<file path="src/rtl/ofdm_pkg.sv">
// Shared defaults, state encodings and bin classification for the OFDM subcarrier mapper.
// Build option: OFDM_PILOT_EN inserts pilot bins; when undefined those bins carry data.
package ofdm_pkg;

   localparam int unsigned DEF_N_FFT     = 64;
   localparam int unsigned DEF_HALF_USED = 26;
   localparam int unsigned DEF_DATA_W    = 8;
   localparam int          DEF_PILOT_AMP = 20;

   typedef enum logic [1:0] {BIN_NULL, BIN_PILOT, BIN_DATA} bin_class_e;

   typedef enum logic {StFill, StWaitBuf} wr_state_e;
   typedef enum logic {StIdle, StStream} rd_state_e;

   // Classify bin k: DC and guard bins are null, pilots sit on active bins with k mod 8 == 4.
   function automatic bin_class_e bin_class(input int unsigned k,
                                            input int unsigned n_fft     = DEF_N_FFT,
                                            input int unsigned half_used = DEF_HALF_USED);
      bin_class_e cls;
      logic       active;
      active = ((k >= 1) && (k <= half_used)) || ((k >= n_fft - half_used) && (k < n_fft));
      cls    = active ? BIN_DATA : BIN_NULL;
`ifdef OFDM_PILOT_EN
      if (active && ((k % 8) == 4)) cls = BIN_PILOT;
`endif
      return cls;
   endfunction

endpackage

</file>
<file path="src/rtl/ofdm_pingpong_buf.sv">
// Two frame buffers with per-buffer full flags, one write port and one registered read port.
module ofdm_pingpong_buf
   import ofdm_pkg::*;
#(
   parameter int unsigned N_FFT  = DEF_N_FFT,
   parameter int unsigned DATA_W = DEF_DATA_W,
   localparam int unsigned AW    = $clog2(N_FFT)
) (
   input  logic                  clk_i,
   input  logic                  rst_i,
   input  logic                  wr_en_i,
   input  logic                  wr_buf_i,
   input  logic [AW-1:0]         wr_addr_i,
   input  logic [2*DATA_W-1:0]   wr_data_i,
   input  logic                  set_full_i,
   input  logic                  rd_en_i,
   input  logic                  rd_buf_i,
   input  logic [AW-1:0]         rd_addr_i,
   output logic [2*DATA_W-1:0]   rd_data_o,
   input  logic                  clr_full_i,
   input  logic                  clr_buf_i,
   output logic [1:0]            full_o
);

   logic [2*DATA_W-1:0] mem0 [N_FFT];
   logic [2*DATA_W-1:0] mem1 [N_FFT];
   logic [1:0]          full_d, full_q;
   logic [2*DATA_W-1:0] rd_data_d, rd_data_q;

   // Set and clear address different buffers, so both apply on the same edge.
   always_comb begin
      full_d = full_q;
      if (clr_full_i) full_d[clr_buf_i] = 1'b0;
      if (set_full_i) full_d[wr_buf_i] = 1'b1;
   end

   // Read data register holds its value while no read is requested.
   always_comb begin
      rd_data_d = rd_data_q;
      if (rd_en_i) rd_data_d = rd_buf_i ? mem1[rd_addr_i] : mem0[rd_addr_i];
   end

   // Frame storage, no reset needed: a buffer is only read after being fully written.
   always_ff @(posedge clk_i) begin
      if (wr_en_i && !wr_buf_i) mem0[wr_addr_i] <= wr_data_i;
      if (wr_en_i &&  wr_buf_i) mem1[wr_addr_i] <= wr_data_i;
   end

   // Flags and read register.
   always_ff @(posedge clk_i) begin
      if (rst_i) begin
         full_q    <= '0;
         rd_data_q <= '0;
      end else begin
         full_q    <= full_d;
         rd_data_q <= rd_data_d;
      end
   end

   assign full_o    = full_q;
   assign rd_data_o = rd_data_q;

endmodule

</file>
<file path="src/rtl/ofdm_subcarrier_mapper.sv">
// OFDM subcarrier mapper: builds frames of null, pilot and data bins from QPSK symbols and
// streams them in natural bin order with sof/eof markers and valid/ready on both sides.
// Build option: OFDM_PILOT_EN (see ofdm_pkg::bin_class).
module ofdm_subcarrier_mapper
   import ofdm_pkg::*;
#(
   parameter int unsigned N_FFT     = DEF_N_FFT,
   parameter int unsigned HALF_USED = DEF_HALF_USED,
   parameter int unsigned DATA_W    = DEF_DATA_W,
   parameter int          PILOT_AMP = DEF_PILOT_AMP
) (
   input  logic                     CLOCK_50,
   input  logic                     reset,
   input  logic signed [DATA_W-1:0] in_i,
   input  logic signed [DATA_W-1:0] in_q,
   input  logic                     in_valid,
   output logic                     in_ready,
   output logic signed [DATA_W-1:0] out_i,
   output logic signed [DATA_W-1:0] out_q,
   output logic                     out_valid,
   input  logic                     out_ready,
   output logic                     out_sof,
   output logic                     out_eof,
   output logic [15:0]              frame_count
);

   localparam int unsigned AW = $clog2(N_FFT);
   localparam logic [AW-1:0] LAST = AW'(N_FFT - 1);

   wr_state_e           wr_state_d, wr_state_q;
   logic [AW-1:0]       wk_d, wk_q;
   logic                wbuf_d, wbuf_q;
   rd_state_e           rd_state_d, rd_state_q;
   logic [AW-1:0]       rk_d, rk_q;
   logic                rbuf_d, rbuf_q;
   logic                valid_d, valid_q, sof_d, sof_q, eof_d, eof_q;
   logic [15:0]         fc_d, fc_q;

   logic                wr_en, wr_buf, set_full, rd_en, rd_buf, rd_clr, other_free, in_hs;
   logic [AW-1:0]       wr_addr, rd_addr;
   logic [2*DATA_W-1:0] wr_data, rd_data;
   logic [1:0]          full;
   bin_class_e          wr_class;

   assign wr_class   = bin_class(32'(wk_q), N_FFT, HALF_USED);
   assign in_ready   = !reset && (wr_state_q == StFill) && (wr_class == BIN_DATA);
   assign in_hs      = in_valid && in_ready;
   // The other buffer can take writes if empty or released by the reader on this edge.
   assign other_free = !full[~wbuf_q] || (rd_clr && (rbuf_q == ~wbuf_q));

   // Write side: walk bins of the write buffer, stall on data bins without input.
   always_comb begin
      wr_state_d = wr_state_q;
      wk_d       = wk_q;
      wbuf_d     = wbuf_q;
      wr_en      = 1'b0;
      wr_buf     = wbuf_q;
      wr_addr    = wk_q;
      wr_data    = '0;
      set_full   = 1'b0;
      unique case (wr_state_q)
         StFill: begin
            unique case (wr_class)
               BIN_NULL:  wr_en = 1'b1;
               BIN_PILOT: begin
                  wr_en   = 1'b1;
                  wr_data = {DATA_W'(PILOT_AMP), {DATA_W{1'b0}}};
               end
               BIN_DATA: begin
                  wr_en   = in_hs;
                  wr_data = {in_i, in_q};
               end
               default: wr_en = 1'b0;
            endcase
            if (wr_en) begin
               wk_d = wk_q + 1'b1;
               if (wk_q == LAST) begin
                  set_full = 1'b1;
                  wk_d     = '0;
                  if (other_free) wbuf_d = ~wbuf_q;
                  else            wr_state_d = StWaitBuf;
               end
            end
         end
         StWaitBuf: begin
            // Bin 0 is always null, so write it on the release edge to keep frames gapless.
            if (other_free) begin
               wr_en      = 1'b1;
               wr_buf     = ~wbuf_q;
               wr_addr    = '0;
               wbuf_d     = ~wbuf_q;
               wk_d       = AW'(1);
               wr_state_d = StFill;
            end
         end
         default: wr_state_d = StFill;
      endcase
   end

   // Read side: stream the full read buffer, chaining straight into the other if ready.
   always_comb begin
      rd_state_d = rd_state_q;
      rk_d       = rk_q;
      rbuf_d     = rbuf_q;
      valid_d    = valid_q;
      sof_d      = sof_q;
      eof_d      = eof_q;
      fc_d       = fc_q;
      rd_en      = 1'b0;
      rd_buf     = rbuf_q;
      rd_addr    = '0;
      rd_clr     = 1'b0;
      unique case (rd_state_q)
         StIdle: begin
            if (full[rbuf_q]) begin
               rd_en      = 1'b1;
               rk_d       = '0;
               valid_d    = 1'b1;
               sof_d      = 1'b1;
               eof_d      = 1'b0;
               rd_state_d = StStream;
            end
         end
         StStream: begin
            if (out_ready) begin
               if (rk_q == LAST) begin
                  rd_clr = 1'b1;
                  rbuf_d = ~rbuf_q;
                  fc_d   = fc_q + 16'd1;
                  rk_d   = '0;
                  sof_d  = full[~rbuf_q];
                  eof_d  = 1'b0;
                  if (full[~rbuf_q]) begin
                     rd_en  = 1'b1;
                     rd_buf = ~rbuf_q;
                  end else begin
                     valid_d    = 1'b0;
                     rd_state_d = StIdle;
                  end
               end else begin
                  rd_en   = 1'b1;
                  rd_addr = rk_q + 1'b1;
                  rk_d    = rk_q + 1'b1;
                  sof_d   = 1'b0;
                  eof_d   = (rk_q == LAST - 1'b1);
               end
            end
         end
         default: rd_state_d = StIdle;
      endcase
   end

   // State registers for both FSMs, pointers and the frame counter.
   always_ff @(posedge CLOCK_50) begin
      if (reset) begin
         wr_state_q <= StFill;
         wk_q       <= '0;
         wbuf_q     <= 1'b0;
         rd_state_q <= StIdle;
         rk_q       <= '0;
         rbuf_q     <= 1'b0;
         valid_q    <= 1'b0;
         sof_q      <= 1'b0;
         eof_q      <= 1'b0;
         fc_q       <= '0;
      end else begin
         wr_state_q <= wr_state_d;
         wk_q       <= wk_d;
         wbuf_q     <= wbuf_d;
         rd_state_q <= rd_state_d;
         rk_q       <= rk_d;
         rbuf_q     <= rbuf_d;
         valid_q    <= valid_d;
         sof_q      <= sof_d;
         eof_q      <= eof_d;
         fc_q       <= fc_d;
      end
   end

   ofdm_pingpong_buf #(
      .N_FFT  (N_FFT),
      .DATA_W (DATA_W)
   ) u_buf (
      .clk_i      (CLOCK_50),
      .rst_i      (reset),
      .wr_en_i    (wr_en),
      .wr_buf_i   (wr_buf),
      .wr_addr_i  (wr_addr),
      .wr_data_i  (wr_data),
      .set_full_i (set_full),
      .rd_en_i    (rd_en),
      .rd_buf_i   (rd_buf),
      .rd_addr_i  (rd_addr),
      .rd_data_o  (rd_data),
      .clr_full_i (rd_clr),
      .clr_buf_i  (rbuf_q),
      .full_o     (full)
   );

   assign out_i       = rd_data[2*DATA_W-1 -: DATA_W];
   assign out_q       = rd_data[DATA_W-1:0];
   assign out_valid   = valid_q;
   assign out_sof     = sof_q;
   assign out_eof     = eof_q;
   assign frame_count = fc_q;

endmodule

</file>
<file path="config.mk">
export PLATFORM = sky130hd
export DESIGN_NAME = ofdm_subcarrier_mapper
export DESIGN_NICKNAME = d
export VERILOG_FILES = /design/src/rtl/ofdm_pkg.sv /design/src/rtl/ofdm_pingpong_buf.sv /design/src/rtl/ofdm_subcarrier_mapper.sv
export SDC_FILE = /design/constraint.sdc
export NUM_CORES = 2
export LEC_CHECK = 0
export ABC_AREA = 1
export BUFFER_PORTS_ARGS = -buffer_cell sky130_fd_sc_hd__buf_2
export CAP_MARGIN = 30
export CELL_PAD_IN_SITES_DETAIL_PLACEMENT = 0
export CELL_PAD_IN_SITES_GLOBAL_PLACEMENT = 2
export CORE_MARGIN = 4
export CORE_UTILIZATION = 33
export DETAILED_ROUTE_END_ITERATION = 7
export GPL_ROUTABILITY_DRIVEN = 0
export PLACE_DENSITY_LB_ADDON = 0.1
export SYNTH_ARGS = -nofsm -noshare
export SYNTH_HDL_FRONTEND = slang
export SYNTH_HIERARCHICAL = 1
export SYNTH_SLANG_ARGS = --single-unit
</file>
<file path="constraint.sdc">
create_clock -name CLOCK_50 -period 5.5 [get_ports CLOCK_50]
set_clock_uncertainty 0.2 [all_clocks]
set_input_delay 1.65 -clock CLOCK_50 [delete_from_list [all_inputs] [get_ports CLOCK_50]]
set_output_delay 1.65 -clock CLOCK_50 [all_outputs]
set_load 0.1 [all_outputs]
</file>
==> results by group <==
Floorplan
  • Chip width: ~520 um
  • Core footprint: around 260000 um^2
  • FP Rows: 186
  • Initial Utilization: approximately 33%
  • Ports: 56
  • Chip height: around 520 um
  • Total die area: between 200000 and 300000 um^2

Clocking
  • Htree depth: 4
  • Clock Sinks: 2101
  • Clk_lat worst skew: between 800 and 900 ps
  • CTS tree: yes
  • Root Buffer: clkbuf_16
  • Clk slew on worst S/H paths: about 60 ps
  • Hold_buf cts: 0
  • Post_cts resized: 0
  • Max Root-Sink Buffers: 3
  • Setup bufs post-CTS: 0
  • CTS Buf Count: about 230

Synthesis
  • Synthesized area per cell: about 12 um^2
  • Asr flop ratio synth: 0%
  • Post-synth EDFFs: 2048
  • #FFs+latches synth: about 2100
  • Largest family of logic cells by synthesized area: simple AND/OR/NAND/NOR gates
  • Synth Instances: between 7000 and 8000
  • Top_reg_cell synth: edfxtp_1
  • Cell variety after synth: 39
  • Adder-Cell Fraction of Synth Area: less than 1%
  • Mapped cell area: approximately 86000 um^2
  • Xor and xnor area share after synthesis: less than 1%
  • Sequential-to-total area share from yosys stat: between 70% and 80%
  • Post-Synth Simple-Gate Area: roughly 23%
  • Mux cell area share after synthesis: 0%
  • Ys Warns: 6
  • Synth Area in Compound Gates: 0.345%
  • Synthesized Nets: 7258

Outcome
  • Status: finished clean

Worst setup path
  • Worst setup path end: in_ready
  • Top Family by Delay on Critical Path: buffers and inverters
  • Critical Path AT: ~2600 ps
  • CP Buf/Inv Count: 3
  • CP endpoint kind: output port
  • Crit Path Category: reg -> out
  • CP Depth: 10
  • Worst setup startpoint: wk_q[0]
  • FF-to-FF Start: rk_q[0]
  • Worst r2r path cells: 17
  • Crit-path cells: inv_1 > ha_1 > inv_1 > nor2_1 > nand2_1 > nand2_1 > nand2_1 > nand2_1 > nor3_2 > buf_2
  • Max stage delay cell, worst path: dfxtp_1
  • Max incr delay on CP: about 440 ps
  • Cell mode on critical path: nand2_1
  • Internal reg-to-reg setup slack: 1460 ps
  • Type of origin of the critical path: flop
  • CP Data Required Time: approximately 3700 ps
  • Reg2reg end: u_buf/rd_data_o[10]
  • Crit Path Max Fanout: 6

Worst hold path
  • Worst min path class: reg -> reg

Power
  • Cell internal pwr: ~30 mW
  • Maximum vdd drop: ~800 uV
  • Clk pwr share: 38.3%
  • Logic pwr share: around 12%
  • Design Power: about 40 mW
  • Sequential share of power: about half
  • Power Density: 406 nW/um^2
  • Sw Share: between 20% and 30%
  • Sw power: 10.9 mW
  • Pleak: ~35 nW

Final layout
  • Final Instance Area: approximately 100000 um^2
  • P&R area growth vs syn: 16.8%
  • Commonest non-fill, non-tap cell in the layout: nand2_1
  • Most frequent cells in the layout: nand2_1 (2174), nand3_1 (2053), edfxtp_1 (2048)
  • Fin nets: roughly 7400
  • Share of post-route cells with drive strength above 1: 12.1%

Routing
  • Number of remaining DRC errors: 0
  • Routed wire per std cell: between 20 and 30 um
  • Starting DRT DRC Count: about 5000
  • Wirelength, routed: 284 mm
  • ANT nets after route: 0
  • Detailed-router iteration count before antenna repair: 6
  • Vias/cell: slightly above 5
  • Vias post-DR: roughly 56000

STA
  • Unrepaired setup endpoints after global routing: no
  • Final period util: about four fifths
  • Fmax: between 200 and 250 MHz
  • Slew margin rel.: 36.3%
  • Worst-margin pin slew: between 900 and 1000 ps
  • Final min period: 4460 ps
  • Final-report setup violation count: 0
  • Slew Viols, Final: 0
  • Hold Fails Final Rpt: 0

Placement
  • Buffers on Ports: 55
  • DP Area: 92400 um^2
  • Dpl hpwl: about 160 mm

Flow run
  • Max cap viols: 0

Global routing
  • Total grt overflow: 0
  • GRT Total Usage: between 20% and 30%
  • Vias in the first global route: approximately 54000
  • Largest net degree at the start of global routing: 129
  • Initial antenna violation count: 6
  • First-pass GRT wire length: 406 mm
[metrics by stage]
step                instances  setup WS (ps)  utilization, %  hold WS, ps  setup TNS, ps
floorplan                7231           -186               -          266        -377130
global placement        10544            113            35.9          285              0
detailed placement      10548            485            35.9          285              0
CTS                     10986            931            38.8          294              0
global route            10987            815            38.8          334              0
finish                  10991           1040            38.8          299              0
[cell type report]
type	count	area [um^2]
flip-flops and latches	2101	62600
well taps	3384	4230
clock inverters	143	1430
fillers	24732	157000
repair buffers	420	4200
diodes	5	12.5
clock buffers	295	6160
multi-input cells	4564	21000
inverters	79	348
[registers in the layout, summed over array words and instances (netlist names)]
name,cells
u_buf/rd_data_o,16
u_buf/mem1,1024
rd_state_q,1
rk_q,6
wr_state_q,1
frame_count,16
out_valid,1
rbuf_q,1
wbuf_q,1
u_buf/mem0,1024
out_sof,1
wk_q,6
out_eof,1
u_buf/full_o,2
[kinds of logic after synthesis]
group,Yosys count
adders and majority gates,7
buffers and inverters,566
xor gates and xnor gates,10
DFF,2101
and+or+nand+nor,4493
AOI/OAI and AO/OA,54
[synthesized netlist by cell type (7+ instances only)]
cell type,n,area [um^2]
nor3_1,123,616
clkbuf_1,102,383
nand4_1,8,50.1
buf_2,288,1440
xor2_1,9,78.8
o21ai_0,20,100
a21oi_1,27,135
buf_1,49,184
dfxtp_1,53,1060
nor2_1,106,398
buf_4,22,165
buf_6,26,293
inv_1,66,248
ha_1,7,87.6
nand2_1,2176,8170
nand3_1,2057,10300
edfxtp_1,2048,61500
[worst register-to-register path, cell delays in order, from the launching register on]
cell and delay (ps):
dfxtp_1 420, ha_1 240, nand3_1 170, nor2_4 200, nor3_2 70, buf_12 180, inv_16 400, buf_4 710
nand2_1 120, nand3_1 90, nand3_1 100, nand3_1 130, nand3_1 160, nand3_1 240, nand3_1 300, nand3_1 170
nand2_1 60, inv_1 40
[routing by layer]
| metal | wire length [um] | GRT usage [%] | share of wire (%) | up-vias |
|---|---|---|---|---|
| met1 | 134000 | 30.9 | 47 | 28378 |
| met5 | 0 | 0 | 0 | - |
| li1 | - | - | - | 26145 |
| met4 | 6380 | 4.82 | 2.2 | 0 |
| met3 | 12300 | 2.54 | 4.3 | 338 |
| met2 | 131000 | 33.0 | 46 | 1259 |
[power groups by stage]
stage / Combinational, mW / Clock, mW / Sequential (mW)
global placement: 4.99 / 0 / 20.4
global route: 5.34 / 16.7 / 20.1
detailed placement: 5.09 / 0 / 20.4
finish: 5.00 / 15.6 / 20.1
floorplan: 1.75 / 0 / 20.7
CTS: 5.10 / 16.0 / 20.1
[worst min path at each step]
stage          startpoint  endpoint  slack [ps]  depth (start not counted)
3_3_place_gp      rk_q[3]   rk_q[3]         290                          2
3_5_place_dp      rk_q[3]   rk_q[3]         280                          2
5_1_grt           rk_q[3]   rk_q[3]         330                          2
2_1_floorplan     rk_q[3]   rk_q[3]         270                          2
4_1_cts           rk_q[3]   rk_q[3]         290                          2
6_report          rk_q[3]   rk_q[3]         300                          2
No activity file was read; power rests on OpenSTA's default activity.
